`src/rtl/sd_spi_initializer_if.sv`:
```
// Host/card-side signal bundle for the SD SPI initializer.
// master = initializer side, slave = host + card side.
interface sd_spi_initializer_if;
   logic       start;
   logic       MISO;
   logic       CS;
   logic       MOSI;
   logic       busy;
   logic       init_done;
   logic       init_error;
   logic [2:0] error_code;
   logic [7:0] r1_out;

   modport master (
      input  start, MISO,
      output CS, MOSI, busy, init_done, init_error, error_code, r1_out
   );

   modport slave (
      output start, MISO,
      input  CS, MOSI, busy, init_done, init_error, error_code, r1_out
   );
endinterface

```
`src/rtl/sd_spi_initializer.sv`:
```
// SD card SPI-mode bring-up: CMD0 -> CMD8 -> (CMD55/ACMD41)* on SCLK, then hands the bus off.
// Per command: 48 send + response wait + 8/40 capture + GAP_CYCLES + 1 check clocks.
module sd_spi_initializer #(
   parameter int DUMMY_CYCLES   = 80,
   parameter int GAP_CYCLES     = 8,
   parameter int RESP_TIMEOUT   = 64,
   parameter int CMD0_RETRIES   = 8,
   parameter int ACMD41_RETRIES = 255
) (
   input  logic                  SCLK,
   input  logic                  reset,
   sd_spi_initializer_if.master  bus
);
   localparam int M1 = (DUMMY_CYCLES > RESP_TIMEOUT) ? DUMMY_CYCLES : RESP_TIMEOUT;
   localparam int M2 = (M1 > 48) ? M1 : 48;
   localparam int M3 = (M2 > GAP_CYCLES) ? M2 : GAP_CYCLES;
   localparam int CW_RAW = $clog2(M3 + 1);
   localparam int CW = (CW_RAW < 8) ? 8 : CW_RAW;

   localparam logic [CW-1:0] DUMMY_LAST = CW'(DUMMY_CYCLES - 1);
   localparam logic [CW-1:0] GAP_LAST   = CW'(GAP_CYCLES - 1);
   localparam logic [CW-1:0] TOUT_LAST  = CW'(RESP_TIMEOUT - 1);
   localparam logic [CW-1:0] SEND_LAST  = CW'(47);
   localparam logic [CW-1:0] R1_LAST    = CW'(7);
   localparam logic [CW-1:0] R7_LAST    = CW'(39);

   localparam logic [2:0] E_CMD0    = 3'd1;
   localparam logic [2:0] E_CMD8    = 3'd2;
   localparam logic [2:0] E_CMD55   = 3'd3;
   localparam logic [2:0] E_ACMD41  = 3'd4;
   localparam logic [2:0] E_TIMEOUT = 3'd5;

   typedef enum logic [2:0] {
      S_IDLE, S_POWERUP, S_SEND, S_RESP, S_GAP, S_CHECK, S_DONE, S_ERROR
   } state_t;

   typedef enum logic [1:0] {C_CMD0, C_CMD8, C_CMD55, C_ACMD41} cmd_t;

   state_t        state, state_nxt;
   cmd_t          cmd, cmd_nxt;
   logic [CW-1:0] cnt, cnt_nxt;
   logic          capturing, capturing_nxt;
   logic          timed_out, timed_out_nxt;
   logic [10:0]   sh, sh_nxt;
   logic [11:0]   shift_in;
   logic [11:0]   r7_low, r7_nxt;
   logic [7:0]    r1, r1_nxt;
   logic [7:0]    cmd0_tries, cmd0_nxt;
   logic [7:0]    acmd_tries, acmd_nxt;
   logic [8:0]    cmd0_inc, acmd_inc;
   logic          done_q, done_nxt;
   logic          err_q, err_nxt;
   logic [2:0]    code_q, code_nxt;
   logic          cs_c, mosi_c;
   logic [47:0]   frame;
   logic [5:0]    bit_idx;

   always_comb begin
      frame = 48'h40_00000000_95;
      unique case (cmd)
         C_CMD0:   frame = 48'h40_00000000_95;
         C_CMD8:   frame = 48'h48_000001AA_87;
         C_CMD55:  frame = 48'h77_00000000_65;
         C_ACMD41: frame = 48'h69_40000000_77;
      endcase
   end

   assign bit_idx  = 6'd47 - cnt[5:0];
   assign cmd0_inc = {1'b0, cmd0_tries} + 9'd1;
   assign acmd_inc = {1'b0, acmd_tries} + 9'd1;

   always_ff @(posedge SCLK or posedge reset) begin
      if (reset) begin
         state      <= S_IDLE;
         cmd        <= C_CMD0;
         cnt        <= '0;
         capturing  <= 1'b0;
         timed_out  <= 1'b0;
         sh         <= '0;
         r7_low     <= '0;
         r1         <= 8'hFF;
         cmd0_tries <= '0;
         acmd_tries <= '0;
         done_q     <= 1'b0;
         err_q      <= 1'b0;
         code_q     <= '0;
      end else begin
         state      <= state_nxt;
         cmd        <= cmd_nxt;
         cnt        <= cnt_nxt;
         capturing  <= capturing_nxt;
         timed_out  <= timed_out_nxt;
         sh         <= sh_nxt;
         r7_low     <= r7_nxt;
         r1         <= r1_nxt;
         cmd0_tries <= cmd0_nxt;
         acmd_tries <= acmd_nxt;
         done_q     <= done_nxt;
         err_q      <= err_nxt;
         code_q     <= code_nxt;
      end
   end

   always_comb begin
      state_nxt     = state;
      cmd_nxt       = cmd;
      cnt_nxt       = cnt;
      capturing_nxt = capturing;
      timed_out_nxt = timed_out;
      sh_nxt        = sh;
      r7_nxt        = r7_low;
      r1_nxt        = r1;
      cmd0_nxt      = cmd0_tries;
      acmd_nxt      = acmd_tries;
      done_nxt      = done_q;
      err_nxt       = err_q;
      code_nxt      = code_q;
      cs_c          = 1'b1;
      mosi_c        = 1'b1;
      shift_in      = {sh, bus.MISO};

      unique case (state)
         S_IDLE, S_DONE, S_ERROR: begin
            if (bus.start) begin
               state_nxt = S_POWERUP;
               cmd_nxt   = C_CMD0;
               cnt_nxt   = '0;
               done_nxt  = 1'b0;
               err_nxt   = 1'b0;
               code_nxt  = '0;
               cmd0_nxt  = '0;
               acmd_nxt  = '0;
            end
         end
         S_POWERUP: begin
            if (cnt == DUMMY_LAST) begin
               state_nxt = S_SEND;
               cnt_nxt   = '0;
            end else begin
               cnt_nxt = cnt + 1'b1;
            end
         end
         S_SEND: begin
            cs_c   = 1'b0;
            mosi_c = frame[bit_idx];
            if (cnt == SEND_LAST) begin
               state_nxt     = S_RESP;
               cnt_nxt       = '0;
               capturing_nxt = 1'b0;
               timed_out_nxt = 1'b0;
            end else begin
               cnt_nxt = cnt + 1'b1;
            end
         end
         S_RESP: begin
            cs_c = 1'b0;
            // cnt counts wait clocks until the start bit, then captured bits
            if (!capturing) begin
               if (!bus.MISO) begin
                  capturing_nxt = 1'b1;
                  sh_nxt        = shift_in[10:0];
                  cnt_nxt       = CW'(1);
               end else if (cnt == TOUT_LAST) begin
                  cnt_nxt = '0;
                  if (cmd == C_CMD0) begin
                     timed_out_nxt = 1'b1;
                     state_nxt     = S_GAP;
                  end else begin
                     state_nxt = S_ERROR;
                     err_nxt   = 1'b1;
                     code_nxt  = E_TIMEOUT;
                  end
               end else begin
                  cnt_nxt = cnt + 1'b1;
               end
            end else begin
               sh_nxt  = shift_in[10:0];
               cnt_nxt = cnt + 1'b1;
               if (cnt == R1_LAST) r1_nxt = shift_in[7:0];
               if (cnt == R7_LAST) r7_nxt = shift_in;
               if ((cnt == R1_LAST && cmd != C_CMD8) || cnt == R7_LAST) begin
                  state_nxt = S_GAP;
                  cnt_nxt   = '0;
               end
            end
         end
         S_GAP: begin
            if (cnt == GAP_LAST) begin
               state_nxt = S_CHECK;
               cnt_nxt   = '0;
            end else begin
               cnt_nxt = cnt + 1'b1;
            end
         end
         S_CHECK: begin
            state_nxt = S_SEND;
            cnt_nxt   = '0;
            unique case (cmd)
               C_CMD0: begin
                  if (!timed_out && r1 == 8'h01) begin
                     cmd_nxt = C_CMD8;
                  end else begin
                     cmd0_nxt = cmd0_inc[7:0];
                     if (cmd0_inc >= 9'(CMD0_RETRIES)) begin
                        state_nxt = S_ERROR;
                        err_nxt   = 1'b1;
                        code_nxt  = E_CMD0;
                     end
                  end
               end
               C_CMD8: begin
                  if (r1 == 8'h01 && r7_low == 12'h1AA) begin
                     cmd_nxt = C_CMD55;
                  end else begin
                     state_nxt = S_ERROR;
                     err_nxt   = 1'b1;
                     code_nxt  = E_CMD8;
                  end
               end
               C_CMD55: begin
                  if (r1 == 8'h00 || r1 == 8'h01) begin
                     cmd_nxt = C_ACMD41;
                  end else begin
                     state_nxt = S_ERROR;
                     err_nxt   = 1'b1;
                     code_nxt  = E_CMD55;
                  end
               end
               C_ACMD41: begin
                  if (r1 == 8'h00) begin
                     state_nxt = S_DONE;
                     done_nxt  = 1'b1;
                  end else if (r1 == 8'h01 && acmd_inc < 9'(ACMD41_RETRIES)) begin
                     acmd_nxt = acmd_inc[7:0];
                     cmd_nxt  = C_CMD55;
                  end else begin
                     if (r1 == 8'h01) acmd_nxt = acmd_inc[7:0];
                     state_nxt = S_ERROR;
                     err_nxt   = 1'b1;
                     code_nxt  = E_ACMD41;
                  end
               end
            endcase
         end
         default: state_nxt = S_IDLE;
      endcase
   end

   assign bus.CS         = cs_c;
   assign bus.MOSI       = mosi_c;
   assign bus.busy       = !(state == S_IDLE || state == S_DONE || state == S_ERROR);
   assign bus.init_done  = done_q;
   assign bus.init_error = err_q;
   assign bus.error_code = code_q;
   assign bus.r1_out     = r1;
endmodule

```
`src/flat_wrapper.sv`:
```
// flat-port wrapper written by rule: the top's interface ports become plain ports
module sd_spi_initializer_flat 
#(
   parameter int DUMMY_CYCLES   = 80,
   parameter int GAP_CYCLES     = 8,
   parameter int RESP_TIMEOUT   = 64,
   parameter int CMD0_RETRIES   = 8,
   parameter int ACMD41_RETRIES = 255
)
  (SCLK, reset, bus_start, bus_MISO, bus_CS, bus_MOSI, bus_busy, bus_init_done, bus_init_error, bus_error_code, bus_r1_out);
  sd_spi_initializer_if bus_i ();
  input  logic SCLK;
  input  logic reset;
  input wire logic [$bits(bus_i.start)-1:0] bus_start;
  input wire logic [$bits(bus_i.MISO)-1:0] bus_MISO;
  output wire logic [$bits(bus_i.CS)-1:0] bus_CS;
  output wire logic [$bits(bus_i.MOSI)-1:0] bus_MOSI;
  output wire logic [$bits(bus_i.busy)-1:0] bus_busy;
  output wire logic [$bits(bus_i.init_done)-1:0] bus_init_done;
  output wire logic [$bits(bus_i.init_error)-1:0] bus_init_error;
  output wire logic [$bits(bus_i.error_code)-1:0] bus_error_code;
  output wire logic [$bits(bus_i.r1_out)-1:0] bus_r1_out;
  assign bus_i.start = bus_start;
  assign bus_i.MISO = bus_MISO;
  assign bus_CS = bus_i.CS;
  assign bus_MOSI = bus_i.MOSI;
  assign bus_busy = bus_i.busy;
  assign bus_init_done = bus_i.init_done;
  assign bus_init_error = bus_i.init_error;
  assign bus_error_code = bus_i.error_code;
  assign bus_r1_out = bus_i.r1_out;
  sd_spi_initializer #(.DUMMY_CYCLES(DUMMY_CYCLES), .GAP_CYCLES(GAP_CYCLES), .RESP_TIMEOUT(RESP_TIMEOUT), .CMD0_RETRIES(CMD0_RETRIES), .ACMD41_RETRIES(ACMD41_RETRIES)) u_core (.SCLK(SCLK), .reset(reset), .bus(bus_i));
endmodule
```
`config.mk`:
```
export PLATFORM = sky130hd
export DESIGN_NAME = sd_spi_initializer_flat
export DESIGN_NICKNAME = d
export VERILOG_FILES = /design/src/rtl/sd_spi_initializer_if.sv /design/src/rtl/sd_spi_initializer.sv /design/src/flat_wrapper.sv
export SDC_FILE = /design/constraint.sdc
export NUM_CORES = 1
export LEC_CHECK = 0
export CORE_MARGIN = 3
export CORE_UTILIZATION = 60
export DETAILED_ROUTE_END_ITERATION = 10
export MAX_ROUTING_LAYER = met4
export PLACE_DENSITY = 0.88
export SYNTH_ARGS = -nofsm -noshare
export SYNTH_HDL_FRONTEND = slang
export SYNTH_SLANG_ARGS = --single-unit
```
`constraint.sdc`:
```
create_clock -name SCLK -period 2.9 [get_ports SCLK]
set_input_delay 0.29 -clock SCLK [delete_from_list [all_inputs] [get_ports SCLK]]
set_output_delay 0.29 -clock SCLK [all_outputs]
set_load 0.02 [all_outputs]
```
==> results.yml, run 1 <==
logic_synthesis:
  ys_types: 67
  seq_area_frac_synth_pct: 43.1
  syn_inst: 398
  synth_commonest_cells: "59 x dfrtp_1, 30 x mux2_2, 30 x nand2_1, 30 x nor2_1, 17 x o21ai_0"
  ys.flop_type: "dfrtp_1"
  synth_warnings: 0
  yosysMostFrequentCell: "dfrtp_1"
  netlist_area_mm2: 0.00392
  synth_top_area_share_pct: 37.7
  synth_top_area_cell: "dfrtp_1"
  ys_ff_latch: 67
  syn-num-nets: 416
  synthTopCellsByArea: "dfrtp_1 38%, mux2_2 8.6%, dfstp_2 5.4%, ha_1 4.5%, nand2_1 2.9%"
  syn_area_per_cell_um2: 9.84
  synth-edff-count: 0
  synthArstFlopShare_pct: 100
clock_network:
  cts_buffers: 9
  h-tree-depth: 3
  cts-root-buf: "clkbuf_8"
  clkSlewWorstSetupHoldPaths_ns: 0.08
  cts_sinks: 67
  cts_tree: "built"
  clock_latency_ns: 0.36
  cts.hold.buffers_added: 0
  ctsLongestPathBuffers: 2
timing:
  timing.final.crit_share_pct: 96.6
  clock.fmax_mhz: 357
  setup_tns_ns: 0
  worstMarginPinSlew_ns: 0.745
  hold_viol: 0
  period_minus_slack_ns: 2.80
  drv_slew: 0
  slew_headroom_pct: 50.1
  grt_setup_unrepaired: "false"
  setup-violations-final: 0
  clock_skew_ns: 0.0107
  whs_ns: 0.309
grt:
  grt-ovfl-total: 0
  grt_usage_pct: 25.8
  antenna_found_initial: 0
  grt_max_degree: 68
  grt_pass1_vias: 3165
  grt_pass1_wl_um: 14800
power:
  power_density_mw_per_mm2: 991
  ir_drop_v: 0.000559
  power.leakage_nw: 1.97
cells_and_area:
  nFillCells: 453
  nets: 441
  final-seq-area_mm2: 0.00169
  drive_gt1_share_pct: 19.2
  multi_input_area_mm2: 0.00210
  num_antenna_cells: 0
  utilization_pct: 72.7
  area.growth.synth_to_final_pct: 13.7
  fin_area_mm2: 0.00445
die:
  fp.dieW_um: 86.8
  top_level_ports: 20
  num_rows: 28
  die_h_um: 86.8
  dieArea_mm2: 0.00753
  core_mm2: 0.00613
  start_util_pct: 63.9
worst_setup_path:
  worst_ep_arrival_time_ns: 2.51
  crit_required_ns: 2.61
  crit_fanout: 7
  critPathCaptureType: "output port"
  startpoint_type: "register"
  crit_top_cell: "o21ai_0"
  crit_slowest_cell: "dfrtp_2"
  setup.worst_path.class: "register to output port"
  max_stage_delay_ns: 0.46
  crit_chain: "inv_1 > ha_2 > o21ba_2 > a21o_1 > a22oi_1 > o21ai_0 > a31oi_1 > o21ai_0 > dlygate4sd2_1"
detailed_routing:
  viasPerCell: 6.55
  vias: 3295
  drtPass1Iterations: 8
  drt-wirelength-per-cell_um: 17.7
  ant_nets: 0
  drt_iter0_markers: 257
  drc_errors: 0
  wirelength_um: 8890
place:
  finalWeightedCongestion: 0.841
  place_area_mm2: 0.00422
  dpl.hpwl_um: 6160
  io_buffer_count: 19
status:
  outcome: "completed"
flow_run:
  maxCapViolCount: 0
hold_path:
  hold_class: "primary input to async pin"
stage by stage:
step	cells	setup slack [ns]	power, mW
after floorplan	398	0.452	2.88
after global placement	487	0.250	3.40
after detailed placement	487	0.157	3.47
after CTS	503	0.0166	4.38
after global routing	503	0.00540	4.71
final	503	0.0972	4.41
sequential cells by signal (all words and copies together) (netlist names):
register,flops
u_core.cmd0_tries,8
u_core.bus.error_code,3
u_core.timed_out,1
u_core.cnt,8
u_core.capturing,1
u_core.bus.init_done,1
u_core.acmd_tries,8
u_core.bus.r1_out,8
u_core.cmd,2
u_core.state,3
u_core.r7_low,12
u_core.bus.init_error,1
u_core.sh,11
cells by family (layout without fill, tap and decap cells):
kind of cell / Yosys count / in the layout / synth area share (%)
buffers and inverters: 32 / 62 / 3.48
XOR/XNOR: 4 / 4 / 0.894
AO/OA/AOI/OAI: 105 / 105 / 18.8
flip-flops: 67 / 67 / 43.1
multiplexers: 35 / 35 / 9.94
AND/OR/NAND/NOR: 140 / 140 / 19.1
adder cells (fa/ha/maj): 15 / 15 / 4.73
metal layers:
metal  vias up  routed length (µm)  global-route usage [%]
li1       1560                   -                       -
met5         -                   0                       -
met4         0                 260                    14.7
met1      1594                3870                    31.2
met2       116                4370                    40.9
met3        25                 390                    4.28
cells in the final DEF, fill, tap and decap left out, types with 4 or more instances in the layout:
master            n
a21o_1            4
a21oi_1          15
a22oi_1           6
a31oi_1          16
and3_1            9
buf_4            10
clkbuf_8          9
clkdlybuf4s50_1  18
dfrtp_1          56
dfstp_2           8
ha_1             12
inv_1            15
mux2_2           30
mux2i_1           4
nand2_1          30
nand2b_1          4
nand3_1          15
nand4_1           9
nor2_1           30
nor2b_1           4
nor3_1           10
o211ai_1          5
o21ai_0          17
o21ai_1           4
or4_1             4
xnor2_1           4
critical path: cells and delay by family (launching register included):
family	cells	cell delay [ns]
AO/OA/AOI/OAI	6	0.95
adder cells (fa/ha/maj)	1	0.25
buffers and inverters	2	0.51
flip-flops	1	0.46
area by class of cell:
cell class	instances	share of cell area [%]
sequential	67	37.9
clock inverter	6	2.13
multi-input combinational	299	47.2
inverter	16	1.35
timing repair buffer	30	6.38
tap	75	2.11
clock buffer	10	2.87
final timing paths:
check                                        startpoint                               end  slack (ns)  cells past startpoint
max in group asynchronous                         reset  u_core.bus.r1_out[0]$_DFFE_PP1P_        2.27                      3
min reg2reg                u_core.r7_low[8]$_DFFE_PP0P_      u_core.r7_low[8]$_DFFE_PP0P_        0.51                      1
min in group SCLK          u_core.r7_low[8]$_DFFE_PP0P_      u_core.r7_low[8]$_DFFE_PP0P_        0.51                      1
max                           u_core.cmd[1]$_DFFE_PP0P_                          bus_MOSI         0.1                      9
min                                               reset      u_core.r7_low[6]$_DFFE_PP0P_        0.31                      3
max reg2reg                   u_core.cnt[1]$_DFFE_PP0N_  u_core.acmd_tries[4]$_DFFE_PP0P_        0.28                      7
repair_timing:
item | in CTS | in global routing
setup buffers | 0 | 0
setup endpoints to repair | 1 | 5
endpoints found under the hold margin | 0 | 0
resized for setup | 1 | 6
power by group:
part	leakage (nW)	total [mW]	internal, mW	switching (mW)
Combinational	1.01	2.03	0.876	1.15
Clock	0.112	0.891	0.495	0.396
Sequential	0.851	1.50	1.19	0.304
Total	1.97	4.41	2.56	1.85
Note: power is estimated with default switching activity, not from simulation.
==> run 2, diff against run 1 <==
Settings changed: CORE_MARGIN 3 to not set.
==> run 2 against run 1 <==
Die area is 9.0% lower. Worst setup slack better by 0.12 ns. Critical path type unchanged. Global-route usage is 2.3 points higher. Worst hold slack better by 0.019 ns. Flip-flop and latch count stayed put. Final cell count is 0.40% higher. Sequential share of layout area is 0.29 points higher. Highest routed layer unchanged. Register-to-register slack worse by 0.07 ns. Clock power is 15% lower.
==> results.yml, run 2 (synthesis results as in run 1) <==
status:
  outcome: "completed"
clock_network:
  cts.hold.buffers_added: 0
  cts-root-buf: "clkbuf_8"
  cts_buffers: 9
  clock_latency_ns: 0.36
  cts_setup_buffers: 0
  clkSlewWorstSetupHoldPaths_ns: 0.09
  h-tree-depth: 3
  cts_tree: "built"
  cts_sinks: 67
  ctsLongestPathBuffers: 2
place:
  place_ws_ns: 0.161
  place_area_mm2: 0.00422
  placed_cells: 489
  io_buffer_count: 19
  finalWeightedCongestion: 0.895
  dpl.hpwl_um: 6180
die:
  num_rows: 29
  die_h_um: 82.8
  dieArea_mm2: 0.00685
  fp.dieW_um: 82.8
  top_level_ports: 20
  core_mm2: 0.00631
  start_util_pct: 62.0
grt:
  grt_usage_pct: 28.1
  antenna_found_initial: 0
  grt_pass1_wl_um: 13900
  grt_max_degree: 41
  grt_pass1_vias: 2900
  grt-ovfl-total: 0
cells_and_area:
  fin_area_mm2: 0.00442
  largest-register: "u_core.r7_low"
  drive_gt1_share_pct: 18.9
  num_antenna_cells: 0
  largest_register_ffs: 12
  final_cell_mix: "57 x dfrtp_1, 30 x nand2_1, 30 x nor2_1, 30 x mux2_2, 18 x clkdlybuf4s50_1"
  area.growth.synth_to_final_pct: 12.8
  layout_commonest_cell: "dfrtp_1"
  utilization_pct: 70.0
  stdcell_count: 505
  nets: 441
  reg_top3: "u_core.r7_low: 12 flops, u_core.sh: 11 flops"
timing:
  drv_slew: 0
  setup_tns_ns: 0
  whs_ns: 0.328
  period_minus_slack_ns: 2.69
  hold_viol: 0
  timing.final.crit_share_pct: 92.6
  clock_skew_ns: 0.0119
  grt_setup_unrepaired: "false"
  clock.fmax_mhz: 372
  setup-violations-final: 0
  setup_ws_ns: 0.215
  worstMarginPinSlew_ns: 0.731
  slew_headroom_pct: 51.0
power:
  power_density_mw_per_mm2: 958
  power_mw: 4.23
  ir_drop_v: 0.000575
  power.leakage_nw: 1.95
detailed_routing:
  ant_nets: 0
  drt-wirelength-per-cell_um: 17.0
  wirelength_um: 8600
  drt_iter0_markers: 243
  drc_errors: 0
  drtPass1Iterations: 5
  viasPerCell: 6.38
  vias: 3220
worst_setup_path:
  setup.worst_path.class: "register to output port"
  crit_required_ns: 2.61
  startpoint_type: "register"
  crit_fanout: 5
  critPathCaptureType: "output port"
  worst_ep_arrival_time_ns: 2.39
  reg2reg_slack_ns: 0.22
hold_path:
  hold_class: "primary input to async pin"
flow_run:
  maxCapViolCount: 0
-- run 2: changes by cell type in the layout (fill, tap and decap cells not counted) --
cell / change
clkinv_4: -1
dfrtp_1: +1
dfrtp_2: -1
or3_1: +1
clkinvlp_4: +1
clkbuf_1: -1
inv_8: +2
inv_6: +1
bufinv_16: -2
or3_4: -1
-- run 2: layout make-up --
type / instances / area (µm²)
multi-input cells: 299 / 2100
repair buffers: 30 / 284
clock buffers: 9 / 124
inverters: 16 / 60.1
flip-flops and latches: 67 / 1690
fillers: 494 / 1900
well taps: 77 / 96.3
clock inverters: 7 / 65.1
-- run 2: worst paths after layout --
kind	start	endpoint	cells past startpoint
worst min-delay path	reset	u_core.acmd_tries[7]$_DFFE_PP0P_	2
max in group asynchronous	reset	u_core.bus.r1_out[7]$_DFFE_PP1P_	3
worst min register to register	u_core.bus.init_done$_DFFE_PP0P_	u_core.bus.init_done$_DFFE_PP0P_	2
worst max register to register	u_core.cnt[1]$_DFFE_PP0N_	u_core.acmd_tries[4]$_DFFE_PP0P_	7
min in group SCLK	u_core.bus.init_done$_DFFE_PP0P_	u_core.bus.init_done$_DFFE_PP0P_	2
worst max-delay path	u_core.cmd[1]$_DFFE_PP0P_	bus_MOSI	9
-- run 2: report_power, final --
part,switching (mW),internal (mW)
Clock,0.426,0.334
Combinational,1.11,0.862
Sequential,0.308,1.19
-- run 2: critical path, cell delays in order (launching register included) --
cell	delay (ns)
dfrtp_1	0.38
inv_1	0.11
ha_1	0.28
o21ba_2	0.25
a21o_1	0.18
a22oi_1	0.12
o21ai_0	0.10
a31oi_1	0.19
o21ai_0	0.08
dlygate4sd2_1	0.33
-- run 2: repair_timing --
action | CTS | global route
setup endpoints to repair | 1 | 2
cloned | 0 | 0
gates resized for setup | 1 | 4
pin swaps | 0 | 0
-- run 2: routing by layer --
metal | up-vias | wire length [µm] | track usage, %
li1 | 1544 | - | -
met1 | 1593 | 3840 | 35.3
met2 | 68 | 4290 | 44.4
met3 | 15 | 330 | 6.34
met4 | 0 | 143 | 10.7
met5 | - | 0 | -
==> run 3, diff against run 2 <==
Settings changed: PLACE_DENSITY 0.88 to not set, PLACE_DENSITY_LB_ADDON set to 0.15.
==> run 3 against run 2 <==
Clock-buffer cell count grew 1. Total power grew 3.9%. Final cell count grew 0.59%. Clock power grew 17%.
==> results.yml, run 3 (synthesis results as in run 1) <==
timing:
  setup_ws_ns: 0.119
  setup_tns_ns: 0
  drv_slew: 0
  period_minus_slack_ns: 2.78
  slew_headroom_pct: 54.7
  clock.fmax_mhz: 360
  clock_skew_ns: 0.00786
  timing.final.crit_share_pct: 95.9
  grt_setup_unrepaired: "false"
  worstMarginPinSlew_ns: 0.676
  setup-violations-final: 0
  hold_viol: 0
clock_network:
  ctsLongestPathBuffers: 2
  cts.hold.buffers_added: 0
  clkSlewWorstSetupHoldPaths_ns: 0.08
  cts_buffers: 9
  cts-root-buf: "clkbuf_8"
  cts_tree: "built"
  clock_latency_ns: 0.35
  cts_sinks: 67
  h-tree-depth: 3
detailed_routing:
  drt_iter0_markers: 272
  vias: 3256
  drc_errors: 0
  drtPass1Iterations: 6
  viasPerCell: 6.41
  drt-wirelength-per-cell_um: 17.5
  ant_nets: 0
  wirelength_um: 8890
grt:
  grt-ovfl-total: 0
  grt_max_degree: 26
  grt_pass1_vias: 2928
  grt_pass1_wl_um: 13800
  grt_usage_pct: 28.3
  antenna_found_initial: 0
worst_setup_path:
  startpoint_type: "register"
  setup.worst_path.class: "register to output port"
  crit_chain: "inv_1 > ha_1 > o21ba_2 > a211o_1 > nand4_1 > a21oi_1 > a31oi_1 > o21ai_0 > clkdlybuf4s15_1"
  reg2reg_slack_ns: 0.14
  crit_slowest_cell: "dfrtp_1"
  max_stage_delay_ns: 0.46
  crit_required_ns: 2.61
  worst_ep_arrival_time_ns: 2.49
  critPathCaptureType: "output port"
  crit_fanout: 6
place:
  io_buffer_count: 19
  finalWeightedCongestion: 0.930
  dpl.hpwl_um: 6300
  place_ws_ns: 0.131
status:
  outcome: "completed"
cells_and_area:
  reg_top3: "u_core.r7_low: 12 flops, u_core.sh: 11 flops"
  area.growth.synth_to_final_pct: 13.9
  nets: 444
  largest_register_ffs: 12
  utilization_pct: 70.7
  layout_commonest_cell: "dfrtp_1"
  final_cell_mix: "59 x dfrtp_1, 30 x nand2_1, 30 x nor2_1, 30 x mux2_2, 18 x clkdlybuf4s50_1"
  num_antenna_cells: 0
  drive_gt1_share_pct: 18.8
  largest-register: "u_core.r7_low"
  nFillCells: 470
power:
  power_density_mw_per_mm2: 986
  ir_drop_v: 0.000624
  power.leakage_nw: 1.99
die:
  dieArea_mm2: 0.00685
  core_mm2: 0.00631
  top_level_ports: 20
  start_util_pct: 62.0
  fp.dieW_um: 82.8
  num_rows: 29
  die_h_um: 82.8
flow_run:
  maxCapViolCount: 0
hold_path:
  hold_class: "primary input to async pin"
-- run 3: through the flow --
step | instances | cell area (µm²) | power (mW) | hold WS (ns)
global placement | 492 | 4230 | 3.43 | 0.482
floorplan | 398 | 3920 | 2.88 | 0.420
CTS | 508 | 4450 | 4.38 | 0.318
detailed placement | 492 | 4230 | 3.49 | 0.487
finish | 508 | 4460 | 4.40 | 0.313
global route | 508 | 4460 | 4.66 | 0.347
-- run 3: final timing paths --
check	depth (start not counted)	to	from
min in group SCLK	1	u_core.r7_low[8]$_DFFE_PP0P_	u_core.r7_low[8]$_DFFE_PP0P_
worst min-delay path	2	u_core.acmd_tries[2]$_DFFE_PP0P_	reset
worst min register to register	1	u_core.r7_low[8]$_DFFE_PP0P_	u_core.r7_low[8]$_DFFE_PP0P_
worst max-delay path	9	bus_MOSI	u_core.cmd[0]$_DFFE_PP0P_
max in group asynchronous	3	u_core.bus.r1_out[6]$_DFFE_PP1P_	reset
worst max register to register	8	u_core.acmd_tries[5]$_DFFE_PP0P_	u_core.cmd[0]$_DFFE_PP0P_
-- run 3: what timing repair did --
| item | CTS | global route |
|---|---|---|
| setup endpoints to repair | 1 | 6 |
| cloned | 0 | 0 |
| setup buffers | 0 | 0 |
| pin swaps | 0 | 0 |
| gates resized for setup | 1 | 3 |
-- run 3: area by class of cell --
type | instances | area, µm² | area share, %
sequential | 67 | 1690 | 37.8
tap | 77 | 96.3 | 2.16
clock inverter | 6 | 95.1 | 2.13
clock buffer | 10 | 128 | 2.86
inverter | 16 | 60.1 | 1.35
multi-input combinational | 299 | 2100 | 47.1
timing repair buffer | 33 | 295 | 6.62
-- run 3: report_power, final --
part	total (mW)	internal (mW)	switching, mW	leakage [nW]
registers	1.50	1.19	0.315	0.856
clock network	0.889	0.495	0.394	0.112
logic	2.00	0.873	1.13	1.02
total	4.40	2.56	1.84	1.99
-- run 3: layer usage --
| layer | track usage (%) | vias to the layer above | wire [µm] |
|---|---|---|---|
| met5 | - | - | 0 |
| met4 | 10.9 | 0 | 251 |
| met3 | 6.23 | 25 | 445 |
| met2 | 45.3 | 103 | 4330 |
| met1 | 34.9 | 1586 | 3860 |
| li1 | - | 1542 | - |
-- run 3: critical path, delay by kind of cell (launching register included) --
| family | cells | cell delay (ns) |
|---|---|---|
| AND/OR/NAND/NOR | 1 | 0.09 |
| AO/OA/AOI/OAI | 5 | 0.84 |
| adder cells (fa/ha/maj) | 1 | 0.26 |
| flip-flops | 1 | 0.46 |
| buffers and inverters | 2 | 0.48 |
